**src/rtl/updown_counter.sv**
```systemverilog
// Up/down counter with button steps, stop/up/down auto-run paced by a prescaler, and synchronous clear.
// Optional build macro: COUNTER_SATURATE_EN clamps the count at 0 and max instead of wrapping.
module updown_counter #(
  parameter int WIDTH           = 4,
  parameter int CYCLES_PER_TICK = 125_000_000
) (
  input  logic             clk,
  input  logic             rst_n,
  input  logic             ce,
  input  logic [3:0]       buttons,
  output logic [WIDTH-1:0] count,
  output logic [1:0]       mode,
  output logic             tick
);

  localparam int PW = (CYCLES_PER_TICK > 1) ? $clog2(CYCLES_PER_TICK) : 1;
  localparam logic [PW-1:0]    PRE_LAST = PW'(CYCLES_PER_TICK - 1);
  localparam logic [WIDTH-1:0] CNT_MAX  = '1;

  typedef enum logic [1:0] {
    MODE_STOP = 2'b00,
    MODE_UP   = 2'b01,
    MODE_DOWN = 2'b10
  } mode_e;

  mode_e            r_mode, w_mode;
  logic [WIDTH-1:0] r_count, w_count;
  logic [PW-1:0]    r_pre, w_pre;
  logic             r_tick, w_tick;
  logic             w_autoStep;
  logic             w_manual;

  function automatic logic [WIDTH-1:0] stepCount(input logic [WIDTH-1:0] c, input logic up);
`ifdef COUNTER_SATURATE_EN
    if (up) return (c == CNT_MAX) ? c : c + WIDTH'(1);
    else    return (c == '0)      ? c : c - WIDTH'(1);
`else
    return up ? c + WIDTH'(1) : c - WIDTH'(1);
`endif
  endfunction

  always_ff @(posedge clk) begin
    if (!rst_n) begin
      r_mode  <= MODE_STOP;
      r_count <= '0;
      r_pre   <= '0;
      r_tick  <= 1'b0;
    end else begin
      r_mode  <= w_mode;
      r_count <= w_count;
      r_pre   <= w_pre;
      r_tick  <= w_tick;
    end
  end

  always_comb begin
    w_mode     = r_mode;
    w_count    = r_count;
    w_pre      = r_pre;
    w_tick     = 1'b0;
    w_autoStep = 1'b0;
    w_manual   = buttons[0] ^ buttons[1];
    if (ce) begin
      if (buttons[3]) begin
        w_count = '0;
        w_pre   = '0;
      end else if (buttons[2]) begin
        case (r_mode)
          MODE_STOP: w_mode = MODE_UP;
          MODE_UP:   w_mode = MODE_DOWN;
          default:   w_mode = MODE_STOP;
        endcase
        w_pre = '0;
      end else begin
        if (r_mode == MODE_UP || r_mode == MODE_DOWN) begin
          if (r_pre == PRE_LAST) begin
            w_pre      = '0;
            w_autoStep = 1'b1;
          end else begin
            w_pre = r_pre + PW'(1);
          end
        end else begin
          w_pre = '0;
        end
        // A manual step pre-empts a coincident auto step; the prescaler still wraps.
        if (w_manual) begin
          w_count = stepCount(r_count, buttons[0]);
        end else if (w_autoStep) begin
          w_count = stepCount(r_count, r_mode == MODE_UP);
          w_tick  = 1'b1;
        end
      end
    end
  end

  assign count = r_count;
  assign mode  = r_mode;
  assign tick  = r_tick;

endmodule

```
**config.mk**
```make
export PLATFORM = sky130hd
export DESIGN_NAME = updown_counter
export DESIGN_NICKNAME = d
export VERILOG_FILES = /design/src/rtl/updown_counter.sv
export SDC_FILE = /design/constraint.sdc
export NUM_CORES = 1
export LEC_CHECK = 0
export BUFFER_PORTS_ARGS = -buffer_cell sky130_fd_sc_hd__buf_2
export CORE_ASPECT_RATIO = 0.7
export CORE_MARGIN = 2
export CORE_UTILIZATION = 53
export CTS_CLUSTER_SIZE = 30
export DETAILED_ROUTE_END_ITERATION = 8
export GPL_TIMING_DRIVEN = 1
export HOLD_SLACK_MARGIN = 0.06
export PLACE_DENSITY = 0.74
export SKIP_CTS_REPAIR_TIMING = 1
export SYNTH_ARGS = -nofsm -noshare
export SYNTH_HDL_FRONTEND = slang
export SYNTH_SLANG_ARGS = --single-unit
```
**constraint.sdc**
```tcl
create_clock -name clk -period 1.8 [get_ports clk]
set_input_delay 0.18 -clock clk [delete_from_list [all_inputs] [get_ports clk]]
set_output_delay 0.18 -clock clk [all_outputs]
set_load 0.1 [all_outputs]
```
==> flow_summary.yaml <==
run_status:
  status: "finished, violations left"
  violations: "setup timing"
grt:
  first_global_vias: 1402
  grt_pass1_wl_um: 6279
  grt_remaining_overflow: 0
  grtUsageTotal: 0.2119
  grt_max_degree: 28
  antenna_found_initial: 0
hold_path:
  hp-class: "primary input to flop"
  min_delay_worst_endpoint: "count[2]"
  hold_path_depth: 2
  hp-start: "rst_n"
setup_path:
  crit_required_ns: 1.97
  critPathMaxStageDelay_ns: 0.54
  crit_path_start_kind: "flop"
  endpoint_kind: "flop"
  critPathArrivalTime_ns: 2.27
  cp_max_fo: 7
  reg2reg_from: "r_pre[10]"
  path_delay_family: "simple AND/OR/NAND/NOR gates"
  crit_slowest_cell: "or4b_4"
  worstSetupPathType: "flop to flop"
  crit_chain: "or4b_4 -> nor4_4 -> buf_4 -> a31oi_4 -> o311a_1 -> o31a_1"
  crit_buf_inv: 1
  r2r_cells: 6
  r2r_end: "count[2]"
  ff2ff_setup_slack_ns: -0.29
  critPathLaunch: "r_pre[10]"
route:
  postRouteAntennaNets: 0
  viasPerCell: 5.295
  num_vias: 1652
  first_pass_iters: 4
  drtIter0Drc: 146
  wl_um: 4171
  post-route-drc-count: 0
  wire_per_inst_um: 13.37
clocking:
  clk_path_buf_depth: 2
  htree_levels: 2
  cts_tree: "built"
  clock-sinks: 34
  cts_made_buffers: 5
  cts_root_buffer: "clkbuf_8"
  path_clk_slew_ns: 0.07
  clock_latency_ns: 0.28
power_and_ir_drop:
  p_per_area_nw_per_um2: 625.3
  pwr-share-seq: 0.511
  p_leak_uw: 0.0008983
  internal_power_uw: 1124
  p_sw_uw: 372.7
  vdd_ir_drop_max_mv: 0.5713
  power_uw: 1497
  swShare: 0.2490
  clock_power_share: 0.381
  combPwrFrac: 0.108
timing:
  clock.fmax_mhz: 477.5
  finalCriticalPeriod_ns: 2.094
  hold_viol: 0
  tightestPinTransition_ns: 0.4891
  rsz0062_at_grt: "true"
  setup_viol: 31
  finalWorstSetupSlack_ns: -0.2941
  final_max_slew_viol_count: 0
  fin_crit_sh: 1.163
  fin_worst_skew_ns: 0.01173
  maxSlewHeadroom: 0.6762
synthesis:
  postSynthAreaPerCell_sq_um: 8.403
  synth_area_leaders: "dfxtp_1 38%, xor2_1 8.2%, nor2_1 6.9%, nand3_1 5.0%, xnor2_1 3.9%"
  synth.distinct_cells: 36
  synth_top_cell_area_share: 0.3767
  syn_inst: 215
  synth_nets: 227
  netlist_area_sq_um: 1807
  synth_top_area_cell: "dfxtp_1"
  ys_seq_elements: 34
  synth.yosys.seq_area_share: 0.3767
  ys_warn_count: 0
placement:
  numPortBuffers: 13
  gp_congestion: 0.8440
  hpwl_um: 2798
  dp_cells: 299
floorplanning:
  boundaryPins: 14
  die_h_um: 52.85
  die_w_um: 73.79
  die_area_sq_um: 3900
  fp-row-count: 17
  initial_utilization: 0.5625
  core_sq_um: 3212
flow_run:
  max_cap_viol_count: 0
layout:
  postLayoutCoreUtil: 0.7452
  area_growth_pct: 32.48
  fin_cells: 312
  nNetsFinal: 276
  diodes: 0
  layout-drive-gt1-share: 0.3132
## Yosys cell counts
| cell | n |
|---|---|
| and4_1 | 1 |
| a31oi_1 | 4 |
| nor3b_1 | 1 |
| clkbuf_1 | 3 |
| inv_1 | 9 |
| nand4_1 | 10 |
| nand3_1 | 18 |
| nor4_2 | 2 |
| nor2_1 | 33 |
| o21ai_2 | 1 |
| maj3_1 | 1 |
| xnor2_1 | 8 |
| or3_1 | 3 |
| a31oi_4 | 1 |
| nor4_4 | 1 |
| and2_1 | 2 |
| o311a_1 | 1 |
| a2111oi_0 | 1 |
| a21oi_1 | 5 |
| mux2i_1 | 3 |
| or4bb_1 | 1 |
| o31a_1 | 1 |
| xor2_1 | 17 |
| buf_2 | 3 |
| nor4b_1 | 3 |
| and4b_1 | 1 |
| o211ai_1 | 3 |
| or4b_4 | 1 |
| and3_1 | 3 |
| nor3_1 | 6 |
| ha_1 | 5 |
| or4_1 | 2 |
| o21ai_0 | 4 |
| nor2b_1 | 5 |
| nand2_1 | 18 |
| dfxtp_1 | 34 |
## metal layers
metal	global-route usage	wire (um)
met1	0.3071	2043
met2	0.3140	1914
met3	0.05143	207
met4	0.05455	6
met5	0	0
## worst reg2reg max path, stage by stage (launching register included)
cell and delay (ns):
dfxtp_2 0.32, or4b_4 0.54, nor4_4 0.28, buf_4 0.18
a31oi_4 0.12, o311a_1 0.31, o31a_1 0.23
## cells by family (layout without fill, tap and decap cells)
| family | Yosys count | after routing | synth area share |
|---|---|---|---|
| buffers and inverters | 15 | 65 | 0.03324 |
| flip-flops | 34 | 34 | 0.3767 |
| AND/OR/NAND/NOR | 111 | 111 | 0.3289 |
| XOR/XNOR | 25 | 25 | 0.1212 |
| adder cells (fa/ha/maj) | 6 | 6 | 0.04017 |
| AO/OA/AOI/OAI | 21 | 21 | 0.08310 |
| multiplexers | 3 | 3 | 0.01662 |
## power groups by stage
stage | Clock (uW) | Combinational [uW] | Sequential (uW)
floorplan | 0 | 63.3 | 816
global placement | 0 | 135 | 782
detailed placement | 0 | 138 | 782
CTS | 591 | 139 | 765
global route | 615 | 172 | 765
finish | 570 | 161 | 765
## metrics by stage
step	hold WS (ns)	instance area (sq um)	TNS, ns	setup WS, ns
floorplan	0.3005	1826	-3.317	-0.1471
global placement	0.4389	2161	-2.443	-0.1614
detailed placement	0.4406	2161	-3.336	-0.2094
CTS	0.1395	2251	-3.816	-0.2346
global route	0.1533	2394	-9.195	-0.3469
finish	0.1584	2394	-7.268	-0.2941
## final cells by class
type | instances | area, sq um
Timing Repair Buffer | 48 | 361.6
Tap cell | 47 | 58.81
Sequential cell | 34 | 696.9
Inverter | 9 | 33.78
Clock buffer | 8 | 90.09
Multi-Input combinational cell | 166 | 1152
Fill cell | 246 | 818.3
## flip-flops by register name, summed over array words and instances (netlist names)
name and cells:
mode 2, count 4, r_pre 27, tick 1
## worst max-delay path by stage
stage | cells past startpoint | end
after floorplan | 6 | r_pre[0]
after global placement | 5 | count[1]
after detailed placement | 5 | count[1]
after CTS | 5 | count[1]
after global routing | 6 | count[2]
final | 6 | count[2]
## cells in the final DEF (no fill, tap or decap), types with 7 or more instances in the layout
| cell | instances |
|---|---|
| dfxtp_1 | 25 |
| dfxtp_2 | 7 |
| buf_2 | 13 |
| nand3_1 | 18 |
| nor2_1 | 27 |
| inv_1 | 7 |
| nand4_1 | 10 |
| buf_4 | 32 |
| nand2_1 | 18 |
| xor2_1 | 17 |
| xnor2_1 | 8 |
Note: power is estimated with default switching activity, not from simulation.
